==> config.mk <==
export PLATFORM = sky130hd
export DESIGN_NAME = duck_game_fsm_flat
export DESIGN_NICKNAME = d
export VERILOG_FILES = /design/src/rtl/duck_game_fsm_if.sv /design/src/rtl/duck_game_fsm.sv /design/src/flat_wrapper.sv
export SDC_FILE = /design/constraint.sdc
export NUM_CORES = 1
export LEC_CHECK = 0
export ABC_CLOCK_PERIOD_IN_PS = 5100
export BUFFER_PORTS_ARGS = -buffer_cell sky130_fd_sc_hd__buf_2
export CORE_ASPECT_RATIO = 1.25
export CORE_MARGIN = 2
export CORE_UTILIZATION = 50
export DETAILED_ROUTE_END_ITERATION = 10
export PLACE_DENSITY = 0.67
export SKIP_CTS_REPAIR_TIMING = 1
export SLEW_MARGIN = 10
export SYNTH_ARGS = -nofsm -noshare
export SYNTH_HDL_FRONTEND = slang
export SYNTH_SLANG_ARGS = --single-unit
==> constraint.sdc <==
create_clock -name Clk -period 5.1 [get_ports Clk]
set_input_delay 0.51 -clock Clk [delete_from_list [all_inputs] [get_ports Clk]]
set_output_delay 0.51 -clock Clk [all_outputs]
set_load 0.05 [all_outputs]
==> src/rtl/duck_game_fsm_if.sv <==
// Game-flow bus between the game controller and its surroundings (duck block, gun, HUD).
// The controller drives the master side; the gun, duck block and HUD see the slave side.
interface duck_game_fsm_if;
  logic        start;
  logic        trigger;
  logic        aim_hit;
  logic        flew_away;
  logic        duck_ded_done;
  logic [2:0]  state;
  logic        new_round;
  logic [1:0]  shots_left;
  logic [3:0]  ducks_hit;
  logic [3:0]  duck_num;
  logic [3:0]  round;
  logic [15:0] score;
  logic        game_over;

  modport master (
    input  start, trigger, aim_hit, flew_away, duck_ded_done,
    output state, new_round, shots_left, ducks_hit, duck_num, round, score, game_over
  );

  modport slave (
    output start, trigger, aim_hit, flew_away, duck_ded_done,
    input  state, new_round, shots_left, ducks_hit, duck_num, round, score, game_over
  );
endinterface

==> src/rtl/duck_game_fsm.sv <==
// Game-flow controller for the duck hunt: sequences title, per-duck flight, shooting and
// round progression, and keeps the shot/hit/duck/round/score counters for the HUD.
module duck_game_fsm #(
  parameter int DUCKS_PER_ROUND = 10,
  parameter int HITS_TO_PASS    = 6,
  parameter int SHOTS_PER_DUCK  = 3,
  parameter int INIT_FRAMES     = 60,
  parameter int FLEW_FRAMES     = 90,
  parameter int FLY_TIMEOUT     = 600,
  parameter int POINTS          = 500
) (
  input logic             Clk,
  input logic             Reset_n,
  input logic             frame_clk,
  duck_game_fsm_if.master bus
);
  typedef enum logic [2:0] {
    TITLE     = 3'b000,
    INIT      = 3'b001,
    FLY       = 3'b010,
    FLEW      = 3'b011,
    SHOT      = 3'b100,
    NEXT      = 3'b101,
    GAME_OVER = 3'b110
  } state_t;

  localparam int MAX_FRAMES = (FLY_TIMEOUT > INIT_FRAMES)
                            ? ((FLY_TIMEOUT > FLEW_FRAMES) ? FLY_TIMEOUT : FLEW_FRAMES)
                            : ((INIT_FRAMES > FLEW_FRAMES) ? INIT_FRAMES : FLEW_FRAMES);
  localparam int TIMER_W = $clog2(MAX_FRAMES + 1);
  localparam logic [TIMER_W-1:0] INIT_LAST = TIMER_W'(INIT_FRAMES - 1);
  localparam logic [TIMER_W-1:0] FLEW_LAST = TIMER_W'(FLEW_FRAMES - 1);
  localparam logic [TIMER_W-1:0] FLY_LAST  = TIMER_W'(FLY_TIMEOUT - 1);

  state_t              state_reg, state_next;
  logic [TIMER_W-1:0]  timer_reg, timer_next;
  logic [1:0]          shots_reg, shots_next;
  logic [3:0]          hits_reg, hits_next;
  logic [3:0]          duck_reg, duck_next;
  logic [3:0]          round_reg, round_next;
  logic [15:0]         score_reg, score_next;
  logic                new_round_reg, game_over_reg;
  logic [1:0]          frame_sync_reg;
  logic                frame_edge;
  logic [16:0]         score_sum;
  logic [3:0]          duck_inc;
  logic                shot_fired, hit_now, miss_last, fly_timeout;

  // frame_clk is slow and unrelated to Clk; two flops resynchronise it and give the edge.
  always_ff @(posedge Clk or negedge Reset_n) begin
    if (!Reset_n) frame_sync_reg <= 2'b00;
    else          frame_sync_reg <= {frame_sync_reg[0], frame_clk};
  end
  assign frame_edge = frame_sync_reg[0] & ~frame_sync_reg[1];

  assign score_sum   = {1'b0, score_reg} + 17'(POINTS);
  assign duck_inc    = duck_reg + 4'd1;
  assign shot_fired  = bus.trigger && (shots_reg != 2'd0);
  assign hit_now     = shot_fired && bus.aim_hit;
  assign miss_last   = shot_fired && !bus.aim_hit && (shots_reg == 2'd1);
  assign fly_timeout = frame_edge && (timer_reg == FLY_LAST);

  always_comb begin
    state_next = state_reg;
    shots_next = shots_reg;
    hits_next  = hits_reg;
    duck_next  = duck_reg;
    round_next = round_reg;
    score_next = score_reg;
    timer_next = timer_reg;
    unique case (state_reg)
      TITLE, GAME_OVER: if (bus.start) begin
        state_next = INIT;
        score_next = 16'd0;
        round_next = 4'd1;
        duck_next  = 4'd0;
        hits_next  = 4'd0;
      end
      INIT: if (frame_edge && timer_reg == INIT_LAST) state_next = FLY;
      FLY: begin
        if (shot_fired) shots_next = shots_reg - 2'd1;
        // A hit outranks a simultaneous fly-away or timeout.
        if (hit_now) begin
          state_next = SHOT;
          hits_next  = hits_reg + 4'd1;
          score_next = score_sum[16] ? 16'hFFFF : score_sum[15:0];
        end else if (miss_last || bus.flew_away || fly_timeout) begin
          state_next = FLEW;
        end
      end
      SHOT: if (bus.duck_ded_done) state_next = NEXT;
      FLEW: if (frame_edge && timer_reg == FLEW_LAST) state_next = NEXT;
      NEXT: begin
        if (duck_inc < 4'(DUCKS_PER_ROUND)) begin
          state_next = INIT;
          duck_next  = duck_inc;
        end else if (hits_reg >= 4'(HITS_TO_PASS)) begin
          state_next = INIT;
          duck_next  = 4'd0;
          hits_next  = 4'd0;
          round_next = (round_reg == 4'd15) ? 4'd15 : round_reg + 4'd1;
        end else begin
          state_next = GAME_OVER;
          duck_next  = duck_inc;
        end
      end
      default: state_next = TITLE;
    endcase
    // Every fresh duck starts with a full magazine.
    if (state_next == INIT && state_reg != INIT) shots_next = 2'(SHOTS_PER_DUCK);
    if (state_next != state_reg) timer_next = '0;
    else if (frame_edge)         timer_next = timer_reg + 1'b1;
  end

  always_ff @(posedge Clk or negedge Reset_n) begin
    if (!Reset_n) begin
      state_reg     <= TITLE;
      timer_reg     <= '0;
      shots_reg     <= 2'd0;
      hits_reg      <= 4'd0;
      duck_reg      <= 4'd0;
      round_reg     <= 4'd1;
      score_reg     <= 16'd0;
      new_round_reg <= 1'b0;
      game_over_reg <= 1'b0;
    end else begin
      state_reg     <= state_next;
      timer_reg     <= timer_next;
      shots_reg     <= shots_next;
      hits_reg      <= hits_next;
      duck_reg      <= duck_next;
      round_reg     <= round_next;
      score_reg     <= score_next;
      new_round_reg <= (state_next == INIT);
      game_over_reg <= (state_next == GAME_OVER);
    end
  end

  assign bus.state      = state_reg;
  assign bus.new_round  = new_round_reg;
  assign bus.shots_left = shots_reg;
  assign bus.ducks_hit  = hits_reg;
  assign bus.duck_num   = duck_reg;
  assign bus.round      = round_reg;
  assign bus.score      = score_reg;
  assign bus.game_over  = game_over_reg;
endmodule

==> src/flat_wrapper.sv <==
// flat-port wrapper written by rule: the top's interface ports become plain ports
module duck_game_fsm_flat 
#(
  parameter int DUCKS_PER_ROUND = 10,
  parameter int HITS_TO_PASS    = 6,
  parameter int SHOTS_PER_DUCK  = 3,
  parameter int INIT_FRAMES     = 60,
  parameter int FLEW_FRAMES     = 90,
  parameter int FLY_TIMEOUT     = 600,
  parameter int POINTS          = 500
)
  (Clk, Reset_n, frame_clk, bus_start, bus_trigger, bus_aim_hit, bus_flew_away, bus_duck_ded_done, bus_state, bus_new_round, bus_shots_left, bus_ducks_hit, bus_duck_num, bus_round, bus_score, bus_game_over);
  duck_game_fsm_if bus_i ();
  input logic Clk;
  input logic Reset_n;
  input logic frame_clk;
  input wire logic [$bits(bus_i.start)-1:0] bus_start;
  input wire logic [$bits(bus_i.trigger)-1:0] bus_trigger;
  input wire logic [$bits(bus_i.aim_hit)-1:0] bus_aim_hit;
  input wire logic [$bits(bus_i.flew_away)-1:0] bus_flew_away;
  input wire logic [$bits(bus_i.duck_ded_done)-1:0] bus_duck_ded_done;
  output wire logic [$bits(bus_i.state)-1:0] bus_state;
  output wire logic [$bits(bus_i.new_round)-1:0] bus_new_round;
  output wire logic [$bits(bus_i.shots_left)-1:0] bus_shots_left;
  output wire logic [$bits(bus_i.ducks_hit)-1:0] bus_ducks_hit;
  output wire logic [$bits(bus_i.duck_num)-1:0] bus_duck_num;
  output wire logic [$bits(bus_i.round)-1:0] bus_round;
  output wire logic [$bits(bus_i.score)-1:0] bus_score;
  output wire logic [$bits(bus_i.game_over)-1:0] bus_game_over;
  assign bus_i.start = bus_start;
  assign bus_i.trigger = bus_trigger;
  assign bus_i.aim_hit = bus_aim_hit;
  assign bus_i.flew_away = bus_flew_away;
  assign bus_i.duck_ded_done = bus_duck_ded_done;
  assign bus_state = bus_i.state;
  assign bus_new_round = bus_i.new_round;
  assign bus_shots_left = bus_i.shots_left;
  assign bus_ducks_hit = bus_i.ducks_hit;
  assign bus_duck_num = bus_i.duck_num;
  assign bus_round = bus_i.round;
  assign bus_score = bus_i.score;
  assign bus_game_over = bus_i.game_over;
  duck_game_fsm #(.DUCKS_PER_ROUND(DUCKS_PER_ROUND), .HITS_TO_PASS(HITS_TO_PASS), .SHOTS_PER_DUCK(SHOTS_PER_DUCK), .INIT_FRAMES(INIT_FRAMES), .FLEW_FRAMES(FLEW_FRAMES), .FLY_TIMEOUT(FLY_TIMEOUT), .POINTS(POINTS)) u_core (.Clk(Clk), .Reset_n(Reset_n), .frame_clk(frame_clk), .bus(bus_i));
endmodule
==> run metrics <==
P_leak=1.492 nW; Post-synth EDFFs=0; predominant post-synthesis flop cell=dfrtp_1; Largest register FFs=15; crit path DAT=2.71 ns; row cnt=30; post-synth top area share=39.22%; xor-xnor portion of the synthesized cell area=3.660%; Synthesized Nets=316; Area Growth Syn to Fin=9.499%; Hold Crit Class=in2reg; Worst-Margin Slew=1.124 ns; drt via density=6.083; clock skew=0.007355 ns; ANT nets after route=0; initial core utilization=52.40%; Worst Setup Start Kind=register; CTS tree=built; CP Max Fanout=22; fin crit share=50.36%; final WL=6372 microns; minimum clock period=2.569 ns; Slew Viols, Final=0; IO Pins=43; Yosys reg bits=46; Synth area leader=dfrtp_1; number of I/O port buffers=42; routability congestion estimate=0.8183; max-cap violations=0; ant diodes=0; Max Buffers Root-to-Sink=2; total gr overflow=0; Synth Instances=299; Yosys cell types=71; CP required=5.25 ns; peak supply drop=168.7 uV; Syn Area/Cell=9.604 sq um; clk slew on worst S/H paths=0.08 ns; total CTS buffers=5; core footprint=0.005480 sq mm; Setup Crit Path Kind=reg2reg; RSZ-0062 raised after global routing=false; wire length per cell=15.97 microns; Vias=2427; Setup TNS=0 ns; pwr dens=241.1 mW/mm^2; outcome=finished clean; register area share after synthesis=40.13%; final net count=351; fraction of registers with async set/reset=100.0%; DIE WIDTH=71.78 microns; CTS Root Cell=clkbuf_8; CP endpoint kind=register; Synth Area in Simple Gates=23.14%; antenna violations before repair=0; Commonest cells post-synth=dfrtp_1, nand2_1, o21ai_0, a21oi_1, nor4_1; synth top area cells=dfrtp_1, ha_1, o21ai_0; Final HPWL DP=4654 microns; vias in the first global route=2317; FMAX=0.3893 GHz; final setup vio count=0; DRT Pass-1 Iters=4; die height=88.73 microns; R2R Setup Slk=2.53 ns; Final Util=57.37%; total power=0.0007581 W; largest net degree at the start of global routing=47; share of cells above drive strength 1=20.90%; All-Layer GR Usage=21.82%; Synth Area in Adders=4.314%; CTS sink cnt=46; combinational family with the most area after synthesis=simple AND/OR/NAND/NOR gates; Synth Cell Area=0.002872 sq mm; Compound-Gate Fraction of Synth Area=23.01%; first-pass GRT wire length=10970 microns; Max-slew headroom=24.29%; Remaining DRCs=0; Yosys warning total=0; Final Hold Fails=0; Clock Latency Late Sink=0.30 ns; most common cell in the netlist=dfrtp_1; 1st-iter DRT viols=66; full die area=0.006369 sq mm; multiplexer share of the synthesized area=0.7407%; H-tree depth=2; FILL cells=511
## metal layers
layer	wire length (microns)	track usage [%]	vias to the layer above
met2	3323	38.89	39
met3	185	3.417	11
met4	97	7.376	0
met1	2765	26.89	1174
met5	0	0	-
li1	-	-	1203
## cell type report
| class | instances | area (sq um) | area share, % |
|---|---|---|---|
| multi-input combinational | 228 | 1575 | 50.10 |
| sequential | 46 | 1152 | 36.65 |
| timing repair buffer | 42 | 210.2 | 6.685 |
| clock buffer | 8 | 80.08 | 2.547 |
| tap | 64 | 80.08 | 2.547 |
| inverter | 11 | 46.29 | 1.472 |
## metrics by stage
step                      cell area (sq um)  hold slack (ns)  instances  setup WS (ns)
final                                  3144           0.3163        399          2.532
after global placement                 3064           0.3823        391          2.638
after floorplan                        2872           0.2144        299          2.973
after detailed placement               3064           0.3800        391          2.554
after global routing                   3144           0.3086        399          2.273
after CTS                              3144           0.3064        399          2.541
## critical path: stages, from the launching register on
cell and delay (ns):
dfrtp_1 0.63, nor3b_1 0.40, nand3_1 0.56, o21ai_1 0.67, nor4_1 0.15
## layout by cell type (no fill, tap or decap), types with 3 or more instances in the layout
| cell type | synthesis | routed |
|---|---|---|
| o21ai_0 | 21 | 21 |
| clkbuf_8 | 0 | 5 |
| xor2_1 | 7 | 7 |
| nand3_1 | 9 | 9 |
| o21a_1 | 3 | 3 |
| nor4_1 | 12 | 12 |
| o31ai_1 | 4 | 4 |
| o211ai_1 | 3 | 3 |
| a21oi_1 | 16 | 16 |
| nor2b_1 | 3 | 3 |
| buf_2 | 6 | 42 |
| o21ai_1 | 5 | 5 |
| ha_1 | 9 | 9 |
| nand4_1 | 7 | 7 |
| nor3_1 | 10 | 10 |
| a31oi_1 | 10 | 10 |
| a21o_1 | 4 | 4 |
| nor2_1 | 9 | 9 |
| and3_1 | 8 | 8 |
| xnor2_1 | 5 | 5 |
| nand2_1 | 26 | 26 |
| dfrtp_1 | 45 | 45 |
| inv_1 | 10 | 10 |
| and2_1 | 4 | 4 |
| clkbuf_1 | 2 | 3 |
## report_power, final
group | switching (W) | total [W] | internal, W
logic | 0.0000649 | 0.000113 | 0.0000484
registers | 0.0000377 | 0.000427 | 0.000390
clock network | 0.000120 | 0.000217 | 0.0000976
total | 0.000222 | 0.000758 | 0.000536
## worst paths after layout
kind	startpoint	endpoint	depth (start not counted)
min in group asynchronous	Reset_n	u_core.bus.score[3]	1
setup / recovery	u_core.bus.state[0]	u_core.timer_reg[7]	4
hold reg to reg	u_core.frame_sync_reg[0]	u_core.frame_sync_reg[1]	0
max in group asynchronous	Reset_n	u_core.bus.duck_num[3]	1
setup reg to reg	u_core.bus.state[0]	u_core.timer_reg[7]	4
hold / removal	frame_clk	u_core.frame_sync_reg[0]	1
## logic make-up (layout without fill, tap and decap cells)
kind of cell    count (synthesis)  after routing
compound gates                 91             91
xor+xnor                       12             12
fa+ha+maj                      10             10
buf+inv                        25             61
flops                          46             46
mux                             2              2
simple gates                  113            113
Note: power is estimated with default switching activity, not from simulation.
